`src/rtl/leg_fetch_queue_pkg.sv`:
```
// Shared types and constants for the LEGv8 instruction fetch queue.
package leg_fetch_pkg;

  localparam int unsigned WORD_BYTES = 4;
  localparam int unsigned INSTR_W    = 32;
  localparam int unsigned BYTE_W     = 8;
  localparam int unsigned BYTE_CNT_W = 2;

  typedef enum logic {
    FETCH = 1'b0,
    STALL = 1'b1
  } fetch_state_e;

endpackage

```
`src/rtl/leg_fetch_queue_fifo.sv`:
```
// Synchronous FIFO with wrap-bit pointers and a registered head output.
module fetch_fifo #(
  parameter int unsigned DEPTH  = 4,
  parameter int unsigned DATA_W = 96
) (
  input  logic                     clk,
  input  logic                     rst_n,
  input  logic                     i_push,
  input  logic                     i_pop,
  input  logic                     i_flush,
  input  logic [DATA_W-1:0]        i_wdata,
  output logic                     o_full,
  output logic                     o_empty,
  output logic [$clog2(DEPTH):0]   o_count,
  output logic                     o_head_valid,
  output logic [DATA_W-1:0]        o_head_data
);

  localparam int unsigned PTR_W = $clog2(DEPTH);

  logic [PTR_W:0]    r_wr_ptr;
  logic [PTR_W:0]    r_rd_ptr;
  logic [PTR_W:0]    w_wr_ptr_n;
  logic [PTR_W:0]    w_rd_ptr_n;
  logic [PTR_W:0]    w_count_after_pop;
  logic [DATA_W-1:0] r_mem [DEPTH];
  logic              r_head_valid;
  logic [DATA_W-1:0] r_head_data;
  logic              w_head_valid_n;
  logic [DATA_W-1:0] w_head_data_n;
  logic              w_push;
  logic              w_pop;

  assign o_count      = r_wr_ptr - r_rd_ptr;
  assign o_full       = (o_count == (PTR_W+1)'(DEPTH));
  assign o_empty      = (o_count == '0);
  assign w_push       = i_push && !o_full && !i_flush;
  assign w_pop        = i_pop && !o_empty && !i_flush;
  assign o_head_valid = r_head_valid;
  assign o_head_data  = r_head_data;

  // Next pointers and next head; a push into an empty (or just-emptied) FIFO becomes the head directly.
  always_comb begin
    w_wr_ptr_n        = r_wr_ptr;
    w_rd_ptr_n        = r_rd_ptr;
    w_head_valid_n    = 1'b0;
    w_head_data_n     = '0;
    w_count_after_pop = o_count - (PTR_W+1)'(w_pop);
    if (i_flush) begin
      w_wr_ptr_n = '0;
      w_rd_ptr_n = '0;
    end else begin
      if (w_push) w_wr_ptr_n = r_wr_ptr + (PTR_W+1)'(1);
      if (w_pop)  w_rd_ptr_n = r_rd_ptr + (PTR_W+1)'(1);
      if (w_push && (w_count_after_pop == '0)) begin
        w_head_valid_n = 1'b1;
        w_head_data_n  = i_wdata;
      end else if (w_count_after_pop != '0) begin
        w_head_valid_n = 1'b1;
        w_head_data_n  = r_mem[w_rd_ptr_n[PTR_W-1:0]];
      end
    end
  end

  // Entry storage; contents beyond the pointers are don't-care, so no reset.
  always_ff @(posedge clk) begin
    if (w_push) r_mem[r_wr_ptr[PTR_W-1:0]] <= i_wdata;
  end

  // Pointer and head registers.
  always_ff @(posedge clk or negedge rst_n) begin
    if (!rst_n) begin
      r_wr_ptr     <= '0;
      r_rd_ptr     <= '0;
      r_head_valid <= 1'b0;
      r_head_data  <= '0;
    end else begin
      r_wr_ptr     <= w_wr_ptr_n;
      r_rd_ptr     <= w_rd_ptr_n;
      r_head_valid <= w_head_valid_n;
      r_head_data  <= w_head_data_n;
    end
  end

endmodule

```
`src/rtl/leg_fetch_queue.sv`:
```
// Byte-serial instruction fetch: assembles big-endian words and queues them with their PCs.
module leg_fetch_queue
  import leg_fetch_pkg::*;
#(
  parameter int unsigned DEPTH  = 4,
  parameter int unsigned ADDR_W = 64
) (
  input  logic               CLK,
  input  logic               RESET_N,
  input  logic               redirect_valid,
  input  logic [ADDR_W-1:0]  redirect_pc,
  output logic               mem_req,
  output logic [ADDR_W-1:0]  mem_addr,
  input  logic [7:0]         mem_data,
  input  logic               mem_ack,
  output logic               instr_valid,
  input  logic               instr_ready,
  output logic [INSTR_W-1:0] instruction_word,
  output logic [ADDR_W-1:0]  instr_pc
);

  localparam int unsigned DATA_W  = INSTR_W + ADDR_W;
  localparam int unsigned COUNT_W = $clog2(DEPTH) + 1;
  localparam int unsigned PART_W  = INSTR_W - BYTE_W;

  fetch_state_e           r_state;
  fetch_state_e           w_state_n;
  logic [ADDR_W-1:0]      r_fetch_pc;
  logic [ADDR_W-1:0]      w_fetch_pc_n;
  logic [BYTE_CNT_W-1:0]  r_byte_cnt;
  logic [BYTE_CNT_W-1:0]  w_byte_cnt_n;
  logic [PART_W-1:0]      r_part;
  logic [PART_W-1:0]      w_part_n;
  logic                   r_mem_req;
  logic                   w_mem_req_n;
  logic [ADDR_W-1:0]      r_mem_addr;
  logic [ADDR_W-1:0]      w_mem_addr_n;
  logic                   w_ack;
  logic                   w_push;
  logic                   w_pop;
  logic [DATA_W-1:0]      w_push_data;
  logic                   w_fifo_full;
  logic                   w_fifo_empty;
  logic [COUNT_W-1:0]     w_fifo_count;
  logic                   w_head_valid;
  logic [DATA_W-1:0]      w_head_data;

  assign w_ack       = r_mem_req && mem_ack;
  assign w_pop       = instr_ready && !w_fifo_empty;
  assign w_push_data = {r_part, mem_data, r_fetch_pc};

  // Next-state logic for the fetch FSM, byte assembler and PC counter; redirect overrides everything.
  always_comb begin
    w_state_n    = r_state;
    w_fetch_pc_n = r_fetch_pc;
    w_byte_cnt_n = r_byte_cnt;
    w_part_n     = r_part;
    w_mem_req_n  = r_mem_req;
    w_mem_addr_n = r_mem_addr;
    w_push       = 1'b0;
    unique case (r_state)
      FETCH: begin
        w_mem_req_n = 1'b1;
        if (w_ack) begin
          case (r_byte_cnt)
            2'd0:    w_part_n[23:16] = mem_data;
            2'd1:    w_part_n[15:8]  = mem_data;
            2'd2:    w_part_n[7:0]   = mem_data;
            default: w_push          = 1'b1;
          endcase
          w_byte_cnt_n = r_byte_cnt + BYTE_CNT_W'(1);
          if (w_push) w_fetch_pc_n = r_fetch_pc + ADDR_W'(WORD_BYTES);
        end
        if (w_push && !w_pop && (w_fifo_count == COUNT_W'(DEPTH - 1))) begin
          w_state_n   = STALL;
          w_mem_req_n = 1'b0;
        end else begin
          w_mem_addr_n = w_fetch_pc_n + ADDR_W'(w_byte_cnt_n);
        end
      end
      STALL: begin
        w_mem_req_n = 1'b0;
        if (!w_fifo_full) begin
          w_state_n    = FETCH;
          w_mem_req_n  = 1'b1;
          w_mem_addr_n = r_fetch_pc + ADDR_W'(r_byte_cnt);
        end
      end
      default: w_state_n = FETCH;
    endcase
    if (redirect_valid) begin
      w_state_n    = FETCH;
      w_fetch_pc_n = redirect_pc;
      w_byte_cnt_n = '0;
      w_part_n     = '0;
      w_mem_req_n  = 1'b1;
      w_mem_addr_n = redirect_pc;
      w_push       = 1'b0;
    end
  end

  // State and registered memory-side outputs.
  always_ff @(posedge CLK or negedge RESET_N) begin
    if (!RESET_N) begin
      r_state    <= FETCH;
      r_fetch_pc <= '0;
      r_byte_cnt <= '0;
      r_part     <= '0;
      r_mem_req  <= 1'b0;
      r_mem_addr <= '0;
    end else begin
      r_state    <= w_state_n;
      r_fetch_pc <= w_fetch_pc_n;
      r_byte_cnt <= w_byte_cnt_n;
      r_part     <= w_part_n;
      r_mem_req  <= w_mem_req_n;
      r_mem_addr <= w_mem_addr_n;
    end
  end

  fetch_fifo #(
    .DEPTH  (DEPTH),
    .DATA_W (DATA_W)
  ) u_fifo (
    .clk          (CLK),
    .rst_n        (RESET_N),
    .i_push       (w_push),
    .i_pop        (w_pop),
    .i_flush      (redirect_valid),
    .i_wdata      (w_push_data),
    .o_full       (w_fifo_full),
    .o_empty      (w_fifo_empty),
    .o_count      (w_fifo_count),
    .o_head_valid (w_head_valid),
    .o_head_data  (w_head_data)
  );

  assign mem_req                    = r_mem_req;
  assign mem_addr                   = r_mem_addr;
  assign instr_valid                = w_head_valid;
  assign {instruction_word, instr_pc} = w_head_data;

endmodule

```
`config.mk`:
```
export PLATFORM = sky130hd
export DESIGN_NAME = leg_fetch_queue
export DESIGN_NICKNAME = d
export VERILOG_FILES = /design/src/rtl/leg_fetch_queue_pkg.sv /design/src/rtl/leg_fetch_queue_fifo.sv /design/src/rtl/leg_fetch_queue.sv
export SDC_FILE = /design/constraint.sdc
export NUM_CORES = 1
export LEC_CHECK = 0
export ABC_AREA = 1
export CORE_MARGIN = 1
export CORE_UTILIZATION = 45
export CTS_CLUSTER_SIZE = 8
export DETAILED_ROUTE_END_ITERATION = 12
export HOLD_SLACK_MARGIN = 0.03
export SYNTH_ARGS = -nofsm -noshare
export SYNTH_HDL_FRONTEND = slang
export SYNTH_SLANG_ARGS = --single-unit
```
`constraint.sdc`:
```
create_clock -name CLK -period 8.9 [get_ports CLK]
set_input_delay 1.78 -clock CLK [delete_from_list [all_inputs] [get_ports CLK]]
set_output_delay 1.78 -clock CLK [all_outputs]
set_load 0.02 [all_outputs]
```
==> impl_metrics.prom <==
# TYPE chip_impl_metric gauge
chip_impl_info{name="outcome",value="finished clean"} 1
chip_impl_metric{name="power.sequential.fraction",unit="%"} 44.8
chip_impl_metric{name="setup_tns",unit="ns"} 0
chip_impl_metric{name="final_layout_size_suffix_gt1_share",unit="%"} 6.43
chip_impl_metric{name="gpl.final_weighted_congestion",unit=""} 1.00
chip_impl_metric{name="detailroute.via_count",unit=""} 26752
chip_impl_info{name="rr_startpoint",value="u_fifo.r_wr_ptr[0]"} 1
chip_impl_info{name="slowest_cp_cell",value="sky130_fd_sc_hd__nor2_4"} 1
chip_impl_metric{name="grt_max_degree",unit=""} 107
chip_impl_metric{name="gr-total-overflow",unit=""} 0
chip_impl_metric{name="power.leakage",unit="nW"} 14.3
chip_impl_metric{name="postSynthAreaPerCell",unit="µm²"} 9.08
chip_impl_metric{name="place.detailed.hpwl",unit="µm"} 78800
chip_impl_metric{name="post_synth_instance_area",unit="µm²"} 31100
chip_impl_info{name="yosysTopAreaCell",value="sky130_fd_sc_hd__edfxtp_1"} 1
chip_impl_metric{name="power.share.switching",unit="%"} 27.5
chip_impl_metric{name="synth_cells",unit=""} 3422
chip_impl_metric{name="met1_usage",unit="%"} 45.8
chip_impl_metric{name="crit_arrival",unit="ns"} 5.26
chip_impl_metric{name="synth.lib_cells_used.distinct",unit=""} 42
chip_impl_metric{name="timing.critical_path.fanout_max",unit=""} 65
chip_impl_metric{name="final_util",unit="%"} 54.1
chip_impl_metric{name="power_switching",unit="mW"} 2.15
chip_impl_metric{name="fin_crit_sh",unit="%"} 56.3
chip_impl_metric{name="cts_post_setup_buffers_inserted",unit=""} 0
chip_impl_metric{name="drt-pass1-iter-count",unit=""} 8
chip_impl_metric{name="rrSetupSlack",unit="ns"} 4.20
chip_impl_metric{name="cts_buffers",unit=""} 91
chip_impl_metric{name="clock_latency_on_the_worst_skew_pair",unit="ns"} 0.66
chip_impl_metric{name="clk_pin_slew_worst_paths",unit="ns"} 0.05
chip_impl_metric{name="drt-wirelength-per-cell",unit="µm"} 25.2
chip_impl_info{name="critPathKind",value="primary input to flop"} 1
chip_impl_metric{name="timing.critical_path.buf_inv",unit=""} 2
chip_impl_metric{name="n_antenna_cell",unit=""} 0
chip_impl_metric{name="synthesis.nets",unit=""} 3518
chip_impl_info{name="endpoint",value="u_fifo.r_mem[3][75]"} 1
chip_impl_metric{name="combinationalPowerShare",unit="%"} 12.4
chip_impl_info{name="yosysMostFrequentCell",value="sky130_fd_sc_hd__nand2_1"} 1
chip_impl_metric{name="met2_usage",unit="%"} 52.9
chip_impl_metric{name="timing.reg2reg.worst_path_depth",unit=""} 17
chip_impl_metric{name="grt.met3_usage",unit="%"} 3.70
chip_impl_metric{name="worst_max_slew_pin_slew",unit="ns"} 1.16
chip_impl_info{name="grt_setup_unrepaired",value="no"} 1
chip_impl_metric{name="power_density",unit="nW/µm²"} 210
chip_impl_metric{name="final.setup_skew",unit="ns"} 0.0319
chip_impl_metric{name="place_area",unit="µm²"} 34300
chip_impl_metric{name="asyncSetResetFlopFracSynth",unit="%"} 40.3
chip_impl_metric{name="first_pass_grt_wire_length",unit="µm"} 170000
chip_impl_metric{name="layout.nets",unit=""} 3728
chip_impl_metric{name="yosysSeqAreaShare",unit="%"} 57.9
chip_impl_metric{name="max-cap-violations",unit=""} 0
chip_impl_metric{name="detail-route-antenna-nets",unit=""} 0
chip_impl_metric{name="port_buffers",unit=""} 238
chip_impl_metric{name="internal_power",unit="mW"} 5.65
chip_impl_info{name="critical_path.endpoint_type",value="flop"} 1
chip_impl_metric{name="detail_route.vias_per_cell",unit=""} 5.83
chip_impl_metric{name="core",unit="µm²"} 68500
chip_impl_metric{name="global_route.usage.total",unit="%"} 32.9
chip_impl_info{name="tritoncts",value="yes"} 1
chip_impl_metric{name="cts_hold_buffers",unit=""} 0
chip_impl_metric{name="report.final.hold_viol_count",unit=""} 0
chip_impl_info{name="timing.critical_path.cells",value="clkdlybuf4s50_1 -> nand3_4 -> nor2_1 -> nand2_1 -> nor2_4 -> buf_4"} 1
chip_impl_info{name="ys_top_cells_by_area",value="sky130_fd_sc_hd__edfxtp_1 (37%), sky130_fd_sc_hd__dfrtp_1 (21%), sky130_fd_sc_hd__nand2_1 (9.4%), sky130_fd_sc_hd__nor2_1 (5.8%), sky130_fd_sc_hd__o21ai_0 (5.2%)"} 1
chip_impl_metric{name="ff_latch_area",unit="µm²"} 18000
chip_impl_metric{name="route.detailed.drc",unit=""} 0
chip_impl_info{name="cp_top_family",value="simple AND/OR/NAND/NOR gates"} 1
chip_impl_metric{name="power_frac_clock",unit="%"} 42.9
chip_impl_metric{name="cts.sinks",unit=""} 643
chip_impl_info{name="clock_tree.root_cell",value="sky130_fd_sc_hd__clkbuf_16"} 1
chip_impl_metric{name="timing.critical_path.required",unit="ns"} 9.15
chip_impl_metric{name="setup_viol",unit=""} 0
chip_impl_metric{name="filler_cell_count",unit=""} 6205
chip_impl_info{name="grt_busiest_layer",value="met2"} 1
chip_impl_metric{name="ys_warn_count",unit=""} 0
chip_impl_info{name="rr_endpoint",value="u_fifo.o_head_data[13]"} 1
chip_impl_info{name="timing.critical_path.from_type",value="primary input"} 1
chip_impl_metric{name="worstSetupPathDepth",unit=""} 6
chip_impl_info{name="ys_top_cells_by_count",value="sky130_fd_sc_hd__nand2_1 (781), sky130_fd_sc_hd__nor2_1 (480), sky130_fd_sc_hd__edfxtp_1 (384), sky130_fd_sc_hd__o21ai_0 (321), sky130_fd_sc_hd__dfrtp_1 (259)"} 1
chip_impl_metric{name="floorplan.initialDensity",unit="%"} 45.4
chip_impl_metric{name="die_area",unit="µm²"} 70100
chip_impl_metric{name="final_period_minus_worst_setup_slack",unit="ns"} 5.01
chip_impl_metric{name="final_instance_area",unit="µm²"} 37000
chip_impl_metric{name="detailedRoute.firstIterationViolations",unit=""} 2685
chip_impl_metric{name="cts.htree.levels",unit=""} 3
chip_impl_metric{name="initial_antenna_violation_count",unit=""} 0
chip_impl_metric{name="final-max-slew-violation-count",unit=""} 0
chip_impl_metric{name="max_clock_freq",unit="MHz"} 200
chip_impl_metric{name="routed_wirelength",unit="µm"} 116000
chip_impl_metric{name="worst_slew_margin_rel",unit="%"} 22.2
chip_impl_metric{name="cts_resized",unit=""} 0
chip_impl_info{name="worst_setup_path_startpoint",value="mem_ack"} 1
chip_impl_metric{name="rows",unit=""} 96
chip_impl_metric{name="relative_area_change_from_synthesis_to_final_layout",unit="%"} 19.2
chip_impl_metric{name="synth_enable_flop_cells",unit=""} 384
chip_impl_metric{name="cts_buffer_depth",unit=""} 3
chip_impl_metric{name="overall_die_width",unit="µm"} 265
chip_impl_metric{name="hold-worst-slack",unit="ns"} 0.487
chip_impl_metric{name="die_h",unit="µm"} 265
chip_impl_metric{name="synth-seq-cells",unit=""} 643
chip_impl_metric{name="ioPinCount",unit=""} 239
chip_impl_metric{name="multiInputGateArea",unit="µm²"} 11500
chip_impl_metric{name="critical-path-max-stage-delay",unit="ns"} 1.01
chip_impl_info{name="timing.hold.worst.class",value="flop to flop"} 1
chip_impl_info{name="ys_dominant_reg_cell",value="sky130_fd_sc_hd__edfxtp_1"} 1
chip_impl_metric{name="worst_ir_drop_vdd",unit="µV"} 137
chip_impl_metric{name="netlist.area_leader.share",unit="%"} 37.1
chip_impl_metric{name="via_count_of_the_first_global_routing_pass",unit=""} 25714
registers in the layout (all words and copies together), names as in the netlist:
name and count:
r_byte_cnt 2, u_fifo.o_head_valid 1, r_fetch_pc 64, mem_req 1, u_fifo.r_rd_ptr 3, r_state 1, r_part 24, u_fifo.r_mem 384
u_fifo.r_wr_ptr 3, mem_addr 64, u_fifo.o_head_data 96
cells in the final DEF (no fill, tap or decap), types with 29 or more instances in the layout:
cell / synthesis / layout
sky130_fd_sc_hd__nand2_1: 781 / 780
sky130_fd_sc_hd__nor2_1: 480 / 475
sky130_fd_sc_hd__edfxtp_1: 384 / 384
sky130_fd_sc_hd__o21ai_0: 321 / 321
sky130_fd_sc_hd__dfrtp_1: 259 / 259
sky130_fd_sc_hd__inv_1: 251 / 245
sky130_fd_sc_hd__clkdlybuf4s50_1: 0 / 236
sky130_fd_sc_hd__nand3_1: 171 / 171
sky130_fd_sc_hd__a21oi_1: 128 / 128
sky130_fd_sc_hd__clkbuf_16: 0 / 92
sky130_fd_sc_hd__o211ai_1: 80 / 80
sky130_fd_sc_hd__o22ai_1: 73 / 73
sky130_fd_sc_hd__clkbuf_1: 136 / 64
sky130_fd_sc_hd__o221ai_1: 51 / 51
sky130_fd_sc_hd__a31oi_1: 37 / 37
sky130_fd_sc_hd__nand4_1: 35 / 35
sky130_fd_sc_hd__buf_4: 2 / 35
sky130_fd_sc_hd__o21bai_1: 34 / 34
sky130_fd_sc_hd__nor2_2: 29 / 29
logic make-up after synthesis:
kind of cell | share of synthesized area (%)
buf+inv | 5.14
xor+xnor | 0.789
simple gates | 21.2
flops | 57.9
compound gates | 14.1
fa+ha+maj | 0.837
cell type report:
class	instances	area share (%)
Clock inverter	8	0.557
Sequential cell	643	48.6
Multi-Input combinational cell	2361	31.1
Clock buffer	157	6.90
Inverter	263	2.69
Timing Repair Buffer	272	7.13
Tap cell	882	2.98
power by group through the flow:
| stage | clock network (mW) | registers [mW] | logic, mW |
|---|---|---|---|
| 2_1_floorplan | 0 | 3.55 | 0.448 |
| 3_3_place_gp | 0 | 3.53 | 0.953 |
| 3_5_place_dp | 0 | 3.54 | 0.959 |
| 4_1_cts | 3.38 | 3.49 | 0.963 |
| 5_1_grt | 3.52 | 3.50 | 1.05 |
| 6_report | 3.34 | 3.49 | 0.963 |
layer usage:
metal | up-vias | part of all wire [%] | wire (µm)
met1 | 13267 | 43 | 50000
met4 | 0 | 3.8 | 4430
li1 | 12182 | - | -
met2 | 1110 | 47 | 54000
met3 | 193 | 6.1 | 7090
met5 | - | 0 | 0
worst min-delay path by stage:
stage	cells after the start	start	end	slack, ns
finish	1	u_fifo.r_rd_ptr[2]	u_fifo.r_rd_ptr[2]	0.49
global placement	1	u_fifo.r_rd_ptr[2]	u_fifo.r_rd_ptr[2]	0.47
floorplan	1	u_fifo.r_wr_ptr[2]	u_fifo.r_wr_ptr[2]	0.45
global route	1	u_fifo.r_rd_ptr[2]	u_fifo.r_rd_ptr[2]	0.51
CTS	1	u_fifo.r_rd_ptr[2]	u_fifo.r_rd_ptr[2]	0.49
detailed placement	1	u_fifo.r_rd_ptr[2]	u_fifo.r_rd_ptr[2]	0.48
through the flow:
| step | cells | total power [mW] | worst slack [ns] |
|---|---|---|---|
| after floorplan | 3422 | 3.99 | 1.59 |
| after global placement | 4421 | 4.49 | 3.26 |
| after detailed placement | 4421 | 4.50 | 3.24 |
| after CTS | 4586 | 7.83 | 3.91 |
| after global routing | 4586 | 8.06 | 3.67 |
| final | 4586 | 7.80 | 3.89 |
No activity file was read; power rests on OpenSTA's default activity.
